### src/rtl/wb_pkg.sv
// rtl/wb_pkg.sv - shared types and constants for the Wishbone initiator bridge
package wb_pkg;
   typedef enum logic [1:0] {
      IDLE = 2'd0,
      BUS  = 2'd1,
      RSP  = 2'd2
   } state_t;

   localparam int WB_ADR_W = 32;
   localparam int WB_DAT_W = 32;
   localparam int WB_SEL_W = 4;

   localparam logic [WB_DAT_W-1:0] ERR_RDATA = 32'h0;
endpackage

### src/rtl/wb_initiator_bridge.sv
// rtl/wb_initiator_bridge.sv - Wishbone classic single-transfer initiator with valid/ready cmd/rsp
// Optional bus watchdog: define WB_INITIATOR_BRIDGE_TIMEOUT_EN to abort cycles after TIMEOUT_CYCLES.
module wb_initiator_bridge
   import wb_pkg::*;
#(
   parameter int TIMEOUT_CYCLES = 255,
   parameter int CNT_W          = 16
) (
   input  logic                wb_clk_i,
   input  logic                wb_rst_i,
   input  logic                cmd_valid_i,
   output logic                cmd_ready_o,
   input  logic                cmd_we_i,
   input  logic [WB_ADR_W-1:0] cmd_adr_i,
   input  logic [WB_DAT_W-1:0] cmd_dat_i,
   input  logic [WB_SEL_W-1:0] cmd_sel_i,
   output logic                rsp_valid_o,
   input  logic                rsp_ready_i,
   output logic [WB_DAT_W-1:0] rsp_dat_o,
   output logic                rsp_err_o,
   output logic                wbm_cyc_o,
   output logic                wbm_stb_o,
   output logic                wbm_we_o,
   output logic [WB_SEL_W-1:0] wbm_sel_o,
   output logic [WB_ADR_W-1:0] wbm_adr_o,
   output logic [WB_DAT_W-1:0] wbm_dat_o,
   input  logic [WB_DAT_W-1:0] wbm_dat_i,
   input  logic                wbm_ack_i,
   input  logic                wbm_err_i,
   output logic [CNT_W-1:0]    txn_count_o
);

   if (TIMEOUT_CYCLES < 1 || TIMEOUT_CYCLES > 65535) begin : g_timeout_range
      $error("TIMEOUT_CYCLES out of range 1..65535");
   end

   state_t state;
   logic   timeout_hit;

   assign cmd_ready_o = (state == IDLE);

`ifdef WB_INITIATOR_BRIDGE_TIMEOUT_EN
   localparam logic [15:0] TO_LAST = 16'(TIMEOUT_CYCLES - 1);
   logic [15:0] wait_cnt;

   // wait_cnt holds the number of BUS cycles already elapsed without termination
   always_ff @(posedge wb_clk_i or posedge wb_rst_i) begin
      if (wb_rst_i) begin
         wait_cnt <= 16'd0;
      end else if (state == BUS && !(wbm_ack_i || wbm_err_i)) begin
         wait_cnt <= wait_cnt + 16'd1;
      end else if (state != BUS) begin
         wait_cnt <= 16'd0;
      end
   end

   assign timeout_hit = (state == BUS) && (wait_cnt == TO_LAST);
`else
   assign timeout_hit = 1'b0;
`endif

   always_ff @(posedge wb_clk_i or posedge wb_rst_i) begin
      if (wb_rst_i) begin
         state       <= IDLE;
         wbm_cyc_o   <= 1'b0;
         wbm_stb_o   <= 1'b0;
         wbm_we_o    <= 1'b0;
         wbm_sel_o   <= '0;
         wbm_adr_o   <= '0;
         wbm_dat_o   <= '0;
         rsp_valid_o <= 1'b0;
         rsp_err_o   <= 1'b0;
         rsp_dat_o   <= '0;
         txn_count_o <= '0;
      end else begin
         case (state)
            IDLE: begin
               if (cmd_valid_i) begin
                  wbm_we_o  <= cmd_we_i;
                  wbm_adr_o <= cmd_adr_i;
                  wbm_dat_o <= cmd_dat_i;
                  wbm_sel_o <= cmd_sel_i;
                  wbm_cyc_o <= 1'b1;
                  wbm_stb_o <= 1'b1;
                  state     <= BUS;
               end
            end
            BUS: begin
               // err beats ack; the watchdog only fires when the slave stays silent
               if (wbm_ack_i || wbm_err_i || timeout_hit) begin
                  wbm_cyc_o   <= 1'b0;
                  wbm_stb_o   <= 1'b0;
                  rsp_valid_o <= 1'b1;
                  rsp_err_o   <= wbm_err_i || !wbm_ack_i;
                  rsp_dat_o   <= (wbm_ack_i && !wbm_err_i && !wbm_we_o) ? wbm_dat_i : ERR_RDATA;
                  txn_count_o <= txn_count_o + 1'b1;
                  state       <= RSP;
               end
            end
            RSP: begin
               if (rsp_ready_i) begin
                  rsp_valid_o <= 1'b0;
                  state       <= IDLE;
               end
            end
            default: state <= IDLE;
         endcase
      end
   end

endmodule
### config.mk
export PLATFORM = sky130hd
export DESIGN_NAME = wb_initiator_bridge
export DESIGN_NICKNAME = d
export VERILOG_FILES = /design/src/rtl/wb_pkg.sv /design/src/rtl/wb_initiator_bridge.sv
export SDC_FILE = /design/constraint.sdc
export NUM_CORES = 1
export LEC_CHECK = 0
export BUFFER_PORTS_ARGS = -buffer_cell sky130_fd_sc_hd__buf_4
export CAP_MARGIN = 0
export CORE_ASPECT_RATIO = 0.8
export CORE_MARGIN = 8
export CORE_UTILIZATION = 42
export DETAILED_ROUTE_END_ITERATION = 10
export PLACE_DENSITY = 0.82
export RECOVER_POWER = 50
export SLEW_MARGIN = 20
export SYNTH_ARGS = -nofsm -noshare
export SYNTH_HDL_FRONTEND = slang
export SYNTH_SLANG_ARGS = --single-unit
### constraint.sdc
create_clock -name wb_clk_i -period 3.5 [get_ports wb_clk_i]
set_input_delay 0.175 -clock wb_clk_i [delete_from_list [all_inputs] [get_ports wb_clk_i]]
set_output_delay 0.175 -clock wb_clk_i [all_outputs]
set_load 0.05 [all_outputs]
# Word level (Yosys, flattened, before mapping)
# Index checks and enable logic that the tools add are counted.
[word_totals] register_bits=122 inputBits=107 word_cells=42
[classes] add_sub_neg=1 n_eq_ne=5 n_mux=11 reduce_logical=15
[op_table] op="2-to-1 mux 32 bit" count=1
[op_table] op="adder 16 x 1 -> 16 bit, second input constant" count=1
[op_table] op="AND reduction 3 bit" count=3
[op_table] op="2-to-1 mux 2 bit" count=3
[op_table] op="inequality test 2 bit, second input constant" count=3
[op_table] op="one-hot mux 2 bit (3 select lines)" count=1
[op_table] op="2-to-1 mux 1 bit" count=4
[op_table] op="one-hot mux 1 bit (2 select lines)" count=2
[op_table] op="AND reduction 2 bit" count=2
[op_table] op="nonzero test 2 bit" count=2
[op_table] op="logical NOT 1 bit" count=3
[op_table] op="== test 2 x 1 -> 1 bit, second input constant" count=1
[op_table] op="== test 2 bit, second input constant" count=1
[op_table] op="logical AND 1 bit" count=2
[op_table] op="logical NOT 2 bit" count=1
[op_table] op="logical OR 1 bit" count=2

# Depth between registers and ports, before layout
# Gate-level depths: netlist of run 1.
[logic_depth] depth_word=4 ltp_mapped=5 depth_no_buf=5

# Least setup slack after synthesis of run 1
# OpenSTA, ideal clock, no wires.
[synth_path] path_type="register -> register" from="reg state[0]" to="reg wbm_adr_o[0]" setup_time_ns=0.125 arrival_time_ns=1.940 required_ns=3.375 slack_ns=1.435 stages_incl_launch_ff=6 synth_period_minus_slack_ns=2.065 path_cell_list="dfrtp_1 > nor2_1 > and2_1 > buf_6 > buf_6 > mux2_4"
[synth_via] elab_chain_cells=2
[synth_lines] item="start, declared" line_no="wb_initiator_bridge.sv:37" text="state_t state;"
[synth_lines] item="start signal, assigned" line_no="wb_initiator_bridge.sv:64" text="state <= IDLE;"
[synth_lines] item="start signal, assigned" line_no="wb_initiator_bridge.sv:85" text="state <= BUS;"
[synth_lines] item="start signal, assigned" line_no="wb_initiator_bridge.sv:97" text="state <= RSP;"
[synth_lines] item="logical NOT 2 bit"
[synth_lines] item="via cmd_ready_o" line_no="wb_initiator_bridge.sv:12" text="output logic cmd_ready_o,"
[synth_lines] item="AND reduction 2 bit (no line)"
[synth_lines] item="end signal, assigned" line_no="wb_initiator_bridge.sv:80" text="wbm_adr_o <= cmd_adr_i;"
[synth_lines] item="end, declared" line_no="wb_initiator_bridge.sv:25" text="output logic [WB_ADR_W-1:0] wbm_adr_o,"
# The timed path passes the listed nets, and every way through them passes these cells.
# A chain may end at the register's enable or synchronous reset.

==> results of run 1 <==
## metrics by stage
stage	hold WS (ns)	instance area [um^2]	util	power, mW	setup slack [ns]
floorplan	0.282	4930	-	5.69	0.0825
global placement	0.330	6750	0.589	6.99	1.50
detailed placement	0.344	6750	0.589	7.08	1.44
CTS	0.0000363	8100	0.706	9.01	1.40
global route	0.00108	7700	0.671	8.78	0.773
finish	0.0184	7700	0.671	8.44	1.22
## metal layers
metal / up-vias / global-route usage
met5: - / 0
met4: 0 / 0.0506
met3: 13 / 0.0788
met2: 149 / 0.321
met1: 1883 / 0.218
li1: 1692 / -
## power groups by stage
stage | clock network (mW) | registers, mW | logic, mW
final | 1.81 | 2.44 | 4.20
after global routing | 1.92 | 2.50 | 4.36
after CTS | 1.84 | 2.44 | 4.72
after detailed placement | 0 | 2.44 | 4.65
after global placement | 0 | 2.42 | 4.57
after floorplan | 0 | 4.44 | 1.25
## flip-flops by register name (all words and copies together) (netlist names)
register     cells
rsp_dat_o       32
wbm_adr_o       32
wbm_dat_o       32
txn_count_o     16
wbm_sel_o        4
state            2
rsp_err_o        1
rsp_valid_o      1
wbm_stb_o        1
wbm_we_o         1
## kinds of logic after synthesis
| logic type | Yosys count | synth area share |
|---|---|---|
| xor+xnor | 15 | 0.0267 |
| flops | 122 | 0.620 |
| buf+inv | 18 | 0.0284 |
| compound gates | 37 | 0.0632 |
| mux | 70 | 0.212 |
| fa+ha+maj | 1 | 0.00254 |
| simple gates | 35 | 0.0470 |
## worst min-delay path by stage
stage	cells past startpoint	endpoint	start	slack, ns
floorplan	1	state[1]$_DFFE_PP0P_	rsp_ready_i	0.28
global placement	2	rsp_dat_o[31]$_DFFE_PP0P_	wb_rst_i	0.33
detailed placement	2	rsp_dat_o[31]$_DFFE_PP0P_	wb_rst_i	0.34
CTS	2	wbm_adr_o[29]$_DFFE_PP0P_	cmd_adr_i[29]	0.00004
global route	2	wbm_adr_o[24]$_DFFE_PP0P_	cmd_adr_i[24]	0.001
finish	2	wbm_adr_o[22]$_DFFE_PP0P_	cmd_adr_i[22]	0.02
## cell usage in the layout (no fill, tap or decap), types with 2 or more instances in the layout
| cell | netlist | routed |
|---|---|---|
| sky130_fd_sc_hd__a22o_1 | 33 | 33 |
| sky130_fd_sc_hd__and4_1 | 3 | 3 |
| sky130_fd_sc_hd__buf_12 | 0 | 2 |
| sky130_fd_sc_hd__buf_4 | 1 | 107 |
| sky130_fd_sc_hd__bufinv_16 | 0 | 4 |
| sky130_fd_sc_hd__clkbuf_1 | 0 | 122 |
| sky130_fd_sc_hd__clkbuf_16 | 0 | 17 |
| sky130_fd_sc_hd__clkinv_2 | 0 | 3 |
| sky130_fd_sc_hd__clkinvlp_4 | 0 | 4 |
| sky130_fd_sc_hd__dfrtp_1 | 122 | 122 |
| sky130_fd_sc_hd__dlygate4sd3_1 | 0 | 78 |
| sky130_fd_sc_hd__inv_1 | 2 | 2 |
| sky130_fd_sc_hd__mux2_4 | 69 | 69 |
| sky130_fd_sc_hd__nand2_1 | 11 | 11 |
| sky130_fd_sc_hd__nand2b_1 | 1 | 2 |
| sky130_fd_sc_hd__nand3_1 | 4 | 4 |
| sky130_fd_sc_hd__nand4_1 | 4 | 4 |
| sky130_fd_sc_hd__nor2_1 | 3 | 3 |
| sky130_fd_sc_hd__nor4_4 | 2 | 2 |
| sky130_fd_sc_hd__o21ai_0 | 2 | 3 |
| sky130_fd_sc_hd__xnor2_1 | 12 | 12 |
| sky130_fd_sc_hd__xor2_1 | 3 | 3 |
## area by class of cell
type / instances / area (um^2)
Clock inverter: 12 / 174
Clock buffer: 19 / 443
Tap cell: 148 / 185
Timing Repair Buffer: 310 / 2100
Fill cell: 892 / 3770
Sequential cell: 122 / 3050
Multi-Input combinational cell: 158 / 1740
Inverter: 2 / 7.51
==> load_flow_metrics.sql, run 1 <==
INSERT INTO impl_metrics (metric_group, metric, value, unit) VALUES
('clock_tree', 'post-cts-setup-buffers', '0', ''),
('clock_tree', 'cts_buffers', '17', ''),
('placed_design', 'post-place-cells', '661', ''),
('final_layout', 'n_antenna_cell', '0', ''),
('synth', 'synth.most_common_cell', 'sky130_fd_sc_hd__dfrtp_1', ''),
('synth', 'sequential_share_of_the_synthesized_area', '0.620', ''),
('sta', 'achievable-frequency', '0.438', 'GHz'),
('grt', 'wire_length_of_the_first_global_routing_pass', '23.0', 'mm'),
('synth', 'number_of_distinct_library_cells_after_synthesis', '27', ''),
('worst_setup_path', 'critical_path_class', 'input pin to async pin', ''),
('sta', 'slew_headroom', '-0.408', ''),
('worst_setup_path', 'reg2reg_from', 'state[0]$_DFFE_PP0P_', ''),
('worst_setup_path', 'rrSetupSlack', '1.44', 'ns'),
('pwr', 'combPwrFrac', '0.497', ''),
('clock_tree', 'numClockSinks', '122', ''),
('routing', 'drt-wirelength-per-cell', '19.5', 'um'),
('synth', 'syn_area_per_cell', '16.5', 'um^2'),
('worst_setup_path', 'worst-path-buf-inv', '4', ''),
('run_status', 'outcome', 'finished, violations left', ''),
('die', 'die_h', '113', 'um'),
('clock_tree', 'cts.reportedPaths.clkPinSlew', '0.05', 'ns'),
('synth', 'synth_top_area_share', '0.620', ''),
('die', 'die-area', '0.0155', 'mm^2'),
('worst_setup_path', 'critical_path.reg2reg.endpoint', 'wbm_adr_o[28]$_DFFE_PP0P_', ''),
('routing', 'top_layer_used', 'met4', ''),
('grt', 'antenna_violations_before_repair', '0', ''),
('grt', 'grt_max_degree', '69', ''),
('worst_setup_path', 'critical_path.max_fanout', '68', ''),
('pwr', 'internal_power', '4.42', 'mW'),
('pwr', 'ir_drop', '0.595', 'mV'),
('pwr', 'pwr-share-seq', '0.289', ''),
('worst_setup_path', 'critPathTopFamily', 'buffers and inverters', ''),
('pwr', 'power_frac_clock', '0.214', ''),
('sta', 'worstMarginPinSlew', '2.11', 'ns'),
('worst_setup_path', 'crit_end_category', 'async pin', ''),
('sta', 'fin_setup_tns', '0', 'ns'),
('synth', 'postSynthRegisterBits', '122', ''),
('synth', 'yosys_warnings', '0', ''),
('pwr', 'p_per_area', '1100', 'mW/mm^2'),
('die', 'num_rows', '35', ''),
('routing', 'finalWirelength', '15.0', 'mm'),
('clock_tree', 'clock_tree_from_tritoncts', 'done', ''),
('routing', 'detail_route.drc_violations', '0', ''),
('clock_tree', 'cts_max_path_buffers', '2', ''),
('grt', 'grt_overflow', '0', ''),
('final_layout', 'post_layout_cell_count', '771', ''),
('grt', 'grt_pass1_vias', '4239', ''),
('die', 'floorplan.core_area', '0.0115', 'mm^2'),
('run_status', 'failed_checks', 'max-capacitance violations, max-slew violations', ''),
('clock_tree', 'post_cts_resized', '0', ''),
('worst_hold_path', 'hold_path.class', 'input pin to register', ''),
('worst_setup_path', 'critical_path.slowest_cell', 'sky130_fd_sc_hd__inv_1', ''),
('worst_setup_path', 'setup.worst_path.end', 'rsp_dat_o[22]$_DFFE_PP0P_', ''),
('die', 'chipWidth', '137', 'um'),
('synth', 'synth_top_area_cell', 'sky130_fd_sc_hd__dfrtp_1', ''),
('worst_setup_path', 'reg2reg_depth', '4', ''),
('sta', 'timing.final.max_slew_violations', '55', ''),
('final_layout', 'synthToLayoutAreaGrowth', '56.3', '%'),
('sta', 'rsz_0062_raised_after_global_routing', 'false', ''),
('worst_setup_path', 'critical_path_cell_by_cell', 'dlygate4sd3_1 > clkbuf_4 > inv_1 > buf_12', ''),
('placed_design', 'gpl.final_weighted_congestion', '0.743', ''),
('placed_design', 'port-buffer-count', '228', ''),
('clock_tree', 'ctsRootBufferMaster', 'sky130_fd_sc_hd__clkbuf_16', ''),
('job', 'drv.max_cap_violation_count', '1', ''),
('sta', 'timing.final.crit_share', '0.653', ''),
('routing', 'detail-route-antenna-nets', '0', ''),
('final_layout', 'nNetsFinal', '719', ''),
('final_layout', 'post_route_cells_drive_above_1_share', '0.348', ''),
('pwr', 'power.switching_fraction', '0.476', ''),
('clock_tree', 'cts.hold.buffers_added', '73', ''),
('placed_design', 'post-dp-hpwl', '9.79', 'mm');
Note: power is estimated with default switching activity, not from simulation.
==> run 2, diff against run 1 <==
--- a/config.mk
+++ b/config.mk
@@ -5,6 +5,7 @@
 export SDC_FILE = /design/constraint.sdc
 export NUM_CORES = 1
 export LEC_CHECK = 0
+export ABC_AREA = 1
 export BUFFER_PORTS_ARGS = -buffer_cell sky130_fd_sc_hd__buf_4
 export CAP_MARGIN = 0
 export CORE_ASPECT_RATIO = 0.8
==> constraint.sdc (replaced) <==
create_clock -name wb_clk_i -period 1.9 [get_ports wb_clk_i]
set_input_delay 0.095 -clock wb_clk_i [delete_from_list [all_inputs] [get_ports wb_clk_i]]
set_output_delay 0.095 -clock wb_clk_i [all_outputs]
set_load 0.05 [all_outputs]
==> load_flow_metrics.sql, run 2 <==
INSERT INTO impl_metrics (metric_group, metric, value, unit) VALUES
('final_layout', 'fillCellCount', '812', ''),
('final_layout', 'seq_area', '0.00305', 'mm^2'),
('run_status', 'outcome', 'completed', ''),
('synth', 'synth_net_count', '524', ''),
('die', 'floorplan.core_area', '0.0115', 'mm^2'),
('die', 'num_rows', '35', ''),
('final_layout', 'postLayoutCellArea', '0.00818', 'mm^2'),
('routing', 'avgViaCountPerCell', '4.80', ''),
('pwr', 'power.switching_fraction', '0.475', ''),
('sta', 'final.min_clock_period', '1.59', 'ns'),
('sta', 'finalSetupViolCount', '0', ''),
('sta', 'timing.final.ws_setup', '0.315', 'ns'),
('synth', 'syn_area_per_cell', '11.8', 'um^2'),
('final_layout', 'multiInputGateArea', '0.00165', 'mm^2'),
('die', 'start_util', '0.428', ''),
('final_layout', 'mostFrequentLayoutCell', 'sky130_fd_sc_hd__buf_4', ''),
('die', 'chipWidth', '137', 'um'),
('worst_setup_path', 'crit_end_category', 'register', ''),
('clock_tree', 'clkLatencyLatePin', '0.39', 'ns'),
('pwr', 'ir_drop', '1.17', 'mV'),
('worst_setup_path', 'launching_instance_or_port_of_the_critical_path', 'txn_count_o[0]$_DFFE_PP0P_', ''),
('synth', 'number_of_distinct_library_cells_after_synthesis', '25', ''),
('pwr', 'pwr-share-seq', '0.283', ''),
('synth', 'synth_top_area_share', '0.622', ''),
('clock_tree', 'clock_tree_from_tritoncts', 'done', ''),
('sta', 'timing.final.crit_share', '0.834', ''),
('worst_hold_path', 'hold_path.class', 'input pin to register', ''),
('worst_hold_path', 'timing.hold.worst.start', 'wbm_err_i', ''),
('clock_tree', 'ctsRootBufferMaster', 'sky130_fd_sc_hd__clkbuf_16', ''),
('routing', 'detail-route-antenna-nets', '0', ''),
('routing', 'drt-wirelength-per-cell', '17.6', 'um'),
('sta', 'finalHoldViolations', '0', ''),
('die', 'die-area', '0.0154', 'mm^2'),
('die', 'die_h', '113', 'um'),
('job', 'drv.max_cap_violation_count', '0', ''),
('grt', 'gr-usage-all-layers', '0.207', ''),
('sta', 'rsz_0062_raised_after_global_routing', 'false', ''),
('worst_setup_path', 'crit_arrival', '1.86', 'ns'),
('synth', 'postSynthRegisterBits', '122', ''),
('clock_tree', 'cts_buffers', '17', ''),
('synth', 'edff_count_synth', '0', ''),
('placed_design', 'gpl.final_weighted_congestion', '0.819', ''),
('worst_setup_path', 'critical_path_class', 'register to register', ''),
('routing', 'detail_route.drc_violations', '0', ''),
('clock_tree', 'cts_max_path_buffers', '2', ''),
('pwr', 'leakagePower', '4.00', 'nW'),
('worst_hold_path', 'min_delay_path_depth', '4', ''),
('placed_design', 'detailedPlace.worstSlack', '0.410', 'ns'),
('clock_tree', 'post_cts_resized', '0', ''),
('synth', 'sequential_share_of_the_synthesized_area', '0.622', ''),
('synth', 'synth_cells', '416', ''),
('worst_setup_path', 'timing.critical_path.slowest_cell_delay', '0.43', 'ns'),
('pwr', 'internal_power', '8.15', 'mW'),
('grt', 'grt_pass1_vias', '5032', ''),
('synth', 'async_reset_ff_frac', '1.00', ''),
('placed_design', 'post-place-cells', '780', ''),
('synth', 'yosys_warnings', '0', ''),
('synth', 'post_synth_main_area_contributors', 'sky130_fd_sc_hd__dfrtp_1 (62%), sky130_fd_sc_hd__mux2_2 (14%), sky130_fd_sc_hd__nand2_1 (8.2%)', ''),
('pwr', 'p_per_area', '1900', 'mW/mm^2'),
('worst_setup_path', 'reg2reg_from', 'txn_count_o[0]$_DFFE_PP0P_', ''),
('worst_setup_path', 'rrSetupSlack', '0.31', 'ns'),
('clock_tree', 'numClockSinks', '122', ''),
('grt', 'grt_overflow', '0', ''),
('clock_tree', 'htree_levels', '4', ''),
('pwr', 'combPwrFrac', '0.501', ''),
('worst_setup_path', 'critical_path.max_fanout', '5', ''),
('pwr', 'p_sw', '7.38', 'mW'),
('routing', 'dr_total_vias', '4409', ''),
('pwr', 'power_frac_clock', '0.215', ''),
('placed_design', 'post-dp-hpwl', '10.3', 'mm'),
('final_layout', 'nNetsFinal', '862', ''),
('synth', 'synth.cells.most_frequent', 'sky130_fd_sc_hd__dfrtp_1 (122), sky130_fd_sc_hd__nand2_1 (107), sky130_fd_sc_hd__mux2_2 (63), sky130_fd_sc_hd__nand3_1 (41), sky130_fd_sc_hd__inv_1 (17)', ''),
('sta', 'achievable-frequency', '0.631', 'GHz'),
('worst_setup_path', 'start_kind', 'register', ''),
('synth', 'synth.most_common_cell', 'sky130_fd_sc_hd__dfrtp_1', ''),
('grt', 'antenna_violations_before_repair', '4', ''),
('placed_design', 'port-buffer-count', '228', ''),
('die', 'io-pin-count', '229', ''),
('worst_setup_path', 'critical_path.reg2reg.endpoint', 'txn_count_o[14]$_DFFE_PP0P_', ''),
('sta', 'slew_headroom', '0.266', ''),
('sta', 'fin_setup_tns', '0', 'ns'),
('synth', 'netlist_area_before_placement', '0.00491', 'mm^2'),
('final_layout', 'synthToLayoutAreaGrowth', '66.7', '%'),
('final_layout', 'post_layout_cell_count', '919', ''),
('synth', 'synth_top_flop_cell', 'sky130_fd_sc_hd__dfrtp_1', ''),
('worst_setup_path', 'reg2reg_depth', '6', ''),
('grt', 'wire_length_of_the_first_global_routing_pass', '25.2', 'mm'),
('worst_setup_path', 'critPathTopFamily', 'simple AND/OR/NAND/NOR gates', ''),
('final_layout', 'post_route_cells_drive_above_1_share', '0.364', ''),
('final_layout', 'layout_common_cells', 'sky130_fd_sc_hd__buf_4 (174), sky130_fd_sc_hd__dfrtp_1 (122), sky130_fd_sc_hd__nand2_1 (108), sky130_fd_sc_hd__dlygate4sd3_1 (103), sky130_fd_sc_hd__mux2_2 (63)', ''),
('sta', 'fin_skew', '0.00655', 'ns'),
('worst_setup_path', 'worst-endpoint-required', '2.17', 'ns'),
('worst_setup_path', 'critical_path.slowest_cell', 'sky130_fd_sc_hd__dfrtp_1', ''),
('worst_setup_path', 'worst-path-buf-inv', '1', ''),
('final_layout', 'largest_registers', 'rsp_dat_o (32), wbm_adr_o (32), wbm_dat_o (32)', ''),
('placed_design', 'placed_cell_areas', '0.00675', 'mm^2'),
('routing', 'finalWirelength', '16.1', 'mm'),
('worst_setup_path', 'critical_path_cell_by_cell', 'ha_1 > inv_1 > nor2_1 > nand3_1 > o21ai_0 > nand2_1', ''),
('sta', 'timing.final.max_slew_violations', '0', ''),
('grt', 'grt_max_degree', '123', ''),
('routing', 'detail_route.iter0.violations', '221', ''),
('synth', 'synth_top_area_cell', 'sky130_fd_sc_hd__dfrtp_1', ''),
('clock_tree', 'cts.reportedPaths.clkPinSlew', '0.06', 'ns'),
('worst_hold_path', 'hold_end', 'state[0]$_DFFE_PP0P_', ''),
('sta', 'worstMarginPinSlew', '1.10', 'ns'),
('routing', 'detailedRoute.firstPassIterationCount', '4', '');
-- run 2: cell types whose count changed after synthesis, moves of 4 or more --
cell and delta:
sky130_fd_sc_hd__nand2_1 +96, sky130_fd_sc_hd__o21ai_0 +4, sky130_fd_sc_hd__xnor2_1 -5, sky130_fd_sc_hd__mux2_4 -63
sky130_fd_sc_hd__mux2_2 +63, sky130_fd_sc_hd__nor2_1 +13, sky130_fd_sc_hd__nand3_1 +37, sky130_fd_sc_hd__clkbuf_1 +4
sky130_fd_sc_hd__a22o_1 -33, sky130_fd_sc_hd__inv_1 +15
-- run 2: how the worst max path moves through the flow --
stage / end / cells after the start / slack, ns
after detailed placement: txn_count_o[14]$_DFFE_PP0P_ / 6 / 0.41
after global routing: txn_count_o[14]$_DFFE_PP0P_ / 6 / 0.17
after floorplan: wbm_adr_o[31]$_DFFE_PP0P_ / 4 / 0.19
final: txn_count_o[14]$_DFFE_PP0P_ / 6 / 0.31
after global placement: txn_count_o[12]$_DFFE_PP0P_ / 6 / 0.53
after CTS: txn_count_o[14]$_DFFE_PP0P_ / 6 / 0.33
-- run 2: cell type report --
cell class | count | share of cell area
tap | 148 | 0.0226
inverter | 18 | 0.00872
sequential | 122 | 0.373
clock buffer | 26 | 0.0635
clock inverter | 6 | 0.0131
antenna | 4 | 0.00122
multi-input combinational | 258 | 0.202
timing repair buffer | 337 | 0.316
-- run 2: what timing repair did --
item	in CTS	in global routing
hold endpoints to repair	225	0
setup buffers	0	0
hold buffers	103	0
-- run 2: power by group through the flow --
| stage | Clock (mW) | Sequential (mW) | Combinational [mW] |
|---|---|---|---|
| 4_1_cts | 3.41 | 4.38 | 8.32 |
| 3_3_place_gp | 0 | 4.32 | 8.03 |
| 5_1_grt | 3.52 | 4.52 | 8.11 |
| 6_report | 3.34 | 4.40 | 7.79 |
| 2_1_floorplan | 0 | 8.14 | 1.82 |
| 3_5_place_dp | 0 | 4.40 | 8.14 |
-- run 2: through the flow --
stage	utilization	hold slack, ns	power, mW
after global routing	0.713	0.0393	16.1
final	0.713	0.0251	15.5
after floorplan	-	0.190	9.96
after CTS	0.733	0.0124	16.1
after detailed placement	0.588	0.304	12.5
after global placement	0.588	0.294	12.4
-- run 2: cells by family (layout without fill, tap and decap cells) --
| kind of cell | count (synthesis) | count (layout) | share of synthesized area |
|---|---|---|---|
| buffers and inverters | 36 | 387 | 0.0400 |
| XOR/XNOR | 8 | 8 | 0.0143 |
| multiplexers | 69 | 69 | 0.163 |
| other | 0 | 4 | 0 |
| AND/OR/NAND/NOR | 173 | 173 | 0.151 |
| adder cells (fa/ha/maj) | 1 | 1 | 0.00255 |
| AO/OA/AOI/OAI | 7 | 7 | 0.00765 |
| flip-flops | 122 | 122 | 0.622 |
-- run 2: tightest hold or removal path, cell delays in order --
cell	delay (ns)
sky130_fd_sc_hd__buf_4	0.10
sky130_fd_sc_hd__inv_1	0.04
sky130_fd_sc_hd__nand2_1	0.06
sky130_fd_sc_hd__o21ai_0	0.07
-- run 2: routing by layer --
layer	vias up	part of all wire	track usage	wire, um
li1	2042	-	-	-
met1	2152	0.37	0.220	5950
met2	177	0.53	0.356	8480
met3	38	0.073	0.0735	1170
met4	0	0.033	0.106	539
met5	-	0	0	0
==> run 3, diff against run 2 <==
--- a/config.mk
+++ b/config.mk
@@ -5,7 +5,7 @@
 export SDC_FILE = /design/constraint.sdc
 export NUM_CORES = 1
 export LEC_CHECK = 0
-export ABC_AREA = 1
+export ABC_AREA = 0
 export BUFFER_PORTS_ARGS = -buffer_cell sky130_fd_sc_hd__buf_4
 export CAP_MARGIN = 0
 export CORE_ASPECT_RATIO = 0.8
==> constraint.sdc (replaced) <==
create_clock -name wb_clk_i -period 1.4 [get_ports wb_clk_i]
set_input_delay 0.07 -clock wb_clk_i [delete_from_list [all_inputs] [get_ports wb_clk_i]]
set_output_delay 0.07 -clock wb_clk_i [all_outputs]
set_load 0.05 [all_outputs]
==> load_flow_metrics.sql, run 3 (same netlist as run 1, synthesis figures left out) <==
INSERT INTO impl_metrics (metric_group, metric, value, unit) VALUES
('worst_setup_path', 'reg2reg_from', 'state[1]$_DFFE_PP0P_', ''),
('worst_setup_path', 'cp.depth', '5', ''),
('pwr', 'leakagePower', '4.36', 'nW'),
('worst_setup_path', 'worst-path-buf-inv', '2', ''),
('pwr', 'p_sw', '10.4', 'mW'),
('worst_hold_path', 'hold_path.class', 'input pin to register', ''),
('placed_design', 'placed_cell_areas', '0.00697', 'mm^2'),
('sta', 'finalHoldViolations', '0', ''),
('grt', 'antenna_violations_before_repair', '2', ''),
('worst_setup_path', 'timing.critical_path.slowest_cell_delay', '0.44', 'ns'),
('final_layout', 'largest_registers', 'rsp_dat_o (32), wbm_adr_o (32), wbm_dat_o (32)', ''),
('clock_tree', 'numClockSinks', '122', ''),
('worst_setup_path', 'crit_end_category', 'register', ''),
('sta', 'timing.final.ws_setup', '-0.0942', 'ns'),
('final_layout', 'postLayoutCellArea', '0.00886', 'mm^2'),
('worst_setup_path', 'worst-endpoint-required', '1.68', 'ns'),
('worst_setup_path', 'critical_path_class', 'register to register', ''),
('run_status', 'failed_checks', 'negative setup slack', ''),
('grt', 'grt_overflow', '0', ''),
('final_layout', 'nNetsFinal', '776', ''),
('run_status', 'outcome', 'finished, violations left', ''),
('routing', 'drt-wirelength-per-cell', '20.2', 'um'),
('routing', 'detailedRoute.firstPassIterationCount', '4', ''),
('sta', 'final.min_clock_period', '1.49', 'ns'),
('routing', 'detail_route.drc_violations', '0', ''),
('die', 'chipWidth', '137', 'um'),
('final_layout', 'layout_common_cells', 'sky130_fd_sc_hd__buf_4 (242), sky130_fd_sc_hd__dfrtp_1 (110), sky130_fd_sc_hd__dlygate4sd3_1 (105), sky130_fd_sc_hd__mux2_4 (69), sky130_fd_sc_hd__a22o_1 (33)', ''),
('grt', 'wire_length_of_the_first_global_routing_pass', '25.5', 'mm'),
('worst_setup_path', 'critical_path_cell_by_cell', 'and2b_2 > buf_6 > o21ai_4 > buf_12 > a22o_1', ''),
('worst_setup_path', 'rrSetupSlack', '-0.09', 'ns'),
('sta', 'timing.final.crit_share', '1.07', ''),
('routing', 'detail-route-antenna-nets', '0', ''),
('placed_design', 'post-dp-hpwl', '10.1', 'mm'),
('sta', 'finalSetupViolCount', '108', ''),
('pwr', 'pwr-share-seq', '0.265', ''),
('worst_setup_path', 'setup.worst_path.end', 'rsp_dat_o[21]$_DFFE_PP0P_', ''),
('grt', 'grt_max_degree', '64', ''),
('grt', 'gr-usage-all-layers', '0.213', ''),
('sta', 'timing.final.max_slew_violations', '0', ''),
('worst_setup_path', 'start_kind', 'register', ''),
('job', 'drv.max_cap_violation_count', '0', ''),
('final_layout', 'synthToLayoutAreaGrowth', '79.9', '%'),
('clock_tree', 'cts.reportedPaths.clkPinSlew', '0.05', 'ns'),
('pwr', 'p_per_area', '2620', 'mW/mm^2'),
('routing', 'finalWirelength', '16.8', 'mm'),
('worst_setup_path', 'critical_path.slowest_cell', 'sky130_fd_sc_hd__dfrtp_2', ''),
('die', 'num_rows', '35', ''),
('worst_setup_path', 'critPathTopFamily', 'flip-flops', ''),
('sta', 'rsz_0062_raised_after_global_routing', 'true', ''),
('clock_tree', 'clkLatencyLatePin', '0.41', 'ns'),
('placed_design', 'gpl.final_weighted_congestion', '0.785', ''),
('sta', 'slew_headroom', '0.440', ''),
('clock_tree', 'clock_tree_from_tritoncts', 'done', ''),
('pwr', 'total_power', '23.2', 'mW'),
('pwr', 'ir_drop', '1.38', 'mV'),
('worst_setup_path', 'launching_instance_or_port_of_the_critical_path', 'state[1]$_DFFE_PP0P_', ''),
('worst_setup_path', 'critical_path.reg2reg.endpoint', 'rsp_dat_o[21]$_DFFE_PP0P_', ''),
('die', 'die_h', '113', 'um'),
('clock_tree', 'ctsRootBufferMaster', 'sky130_fd_sc_hd__clkbuf_16', ''),
('grt', 'grt_pass1_vias', '4743', ''),
('final_layout', 'mostFrequentLayoutCell', 'sky130_fd_sc_hd__buf_4', ''),
('clock_tree', 'cts_max_path_buffers', '2', ''),
('pwr', 'internal_power', '12.8', 'mW'),
('placed_design', 'port-buffer-count', '228', ''),
('sta', 'fin_skew', '0.00825', 'ns'),
('worst_hold_path', 'timing.hold.worst.start', 'wbm_ack_i', ''),
('pwr', 'power.switching_fraction', '0.449', ''),
('routing', 'dr_total_vias', '4039', ''),
('die', 'die-area', '0.0155', 'mm^2'),
('routing', 'detail_route.iter0.violations', '157', ''),
('pwr', 'power_frac_clock', '0.188', ''),
('final_layout', 'post_route_cells_drive_above_1_share', '0.570', ''),
('routing', 'avgViaCountPerCell', '4.86', ''),
('pwr', 'combPwrFrac', '0.547', ''),
('sta', 'achievable-frequency', '0.669', 'GHz'),
('clock_tree', 'htree_levels', '4', ''),
('sta', 'worstMarginPinSlew', '0.840', 'ns'),
('placed_design', 'post-place-cells', '676', ''),
('sta', 'fin_setup_tns', '-5.82', 'ns'),
('die', 'start_util', '0.429', ''),
('final_layout', 'post_layout_cell_count', '831', ''),
('worst_hold_path', 'min_delay_path_depth', '4', ''),
('worst_setup_path', 'crit_arrival', '1.78', 'ns'),
('worst_setup_path', 'reg2reg_depth', '5', ''),
('clock_tree', 'cts_buffers', '17', ''),
('worst_setup_path', 'critical_path.max_fanout', '14', ''),
('die', 'io-pin-count', '229', ''),
('die', 'floorplan.core_area', '0.0115', 'mm^2');
## run 3: stage by stage
| step | utilization | hold WS, ns | worst slack [ns] |
|---|---|---|---|
| 6_report | 0.772 | 0.165 | -0.0942 |
| 4_1_cts | 0.765 | 0.0642 | -0.0749 |
| 2_1_floorplan | - | 0.177 | -0.297 |
| 3_5_place_dp | 0.608 | 0.227 | -0.0795 |
| 5_1_grt | 0.772 | 0.189 | -0.133 |
| 3_3_place_gp | 0.608 | 0.218 | -0.0531 |
## run 3: worst register-to-register path: cells and delay by family, from the launching register on
kind / cells / cell delay (ns)
DFF: 1 / 0.44
and+or+nand+nor: 1 / 0.29
buffers and inverters: 2 / 0.30
AOI/OAI and AO/OA: 2 / 0.36
## run 3: routing by layer
layer | vias up | share of wire | GRT usage
met5 | - | 0 | 0
met2 | 163 | 0.53 | 0.369
met3 | 42 | 0.067 | 0.0651
li1 | 1815 | - | -
met1 | 2019 | 0.37 | 0.227
met4 | 0 | 0.033 | 0.114
## run 3: power groups by stage
stage	clock [mW]	combinational [mW]	sequential [mW]
CTS	4.43	12.5	6.08
detailed placement	0	12.0	6.08
floorplan	0	3.24	11.2
finish	4.36	12.7	6.16
global route	4.62	13.1	6.32
global placement	0	11.8	6.02
## run 3: how the worst min path moves through the flow
stage          slack (ns)                    endpoint
3_5_place_dp         0.23   rsp_dat_o[16]$_DFFE_PP0P_
5_1_grt              0.19  txn_count_o[5]$_DFFE_PP0P_
6_report             0.16        state[0]$_DFFE_PP0P_
3_3_place_gp         0.22   rsp_dat_o[16]$_DFFE_PP0P_
4_1_cts              0.06        state[0]$_DFFE_PP0P_
2_1_floorplan        0.18        state[1]$_DFFE_PP0P_
## run 3: layout make-up
cell class	instances	area (um^2)
diodes	2	5.00
flip-flops and latches	122	3070
well taps	148	185
multi-input cells	158	1800
repair buffers	367	3200
fillers	657	2610
clock buffers	20	437
inverters	2	8.76
clock inverters	12	151
## run 3: timing repair
item                                    in CTS  in global routing
cloned                                       2                  4
hold buffers                               105                  0
endpoints found under the setup margin     108                116
endpoints found under the hold margin      227                  0
resized for setup                           13                  4
pin swaps                                   22                 14
setup buffers                                8                  2
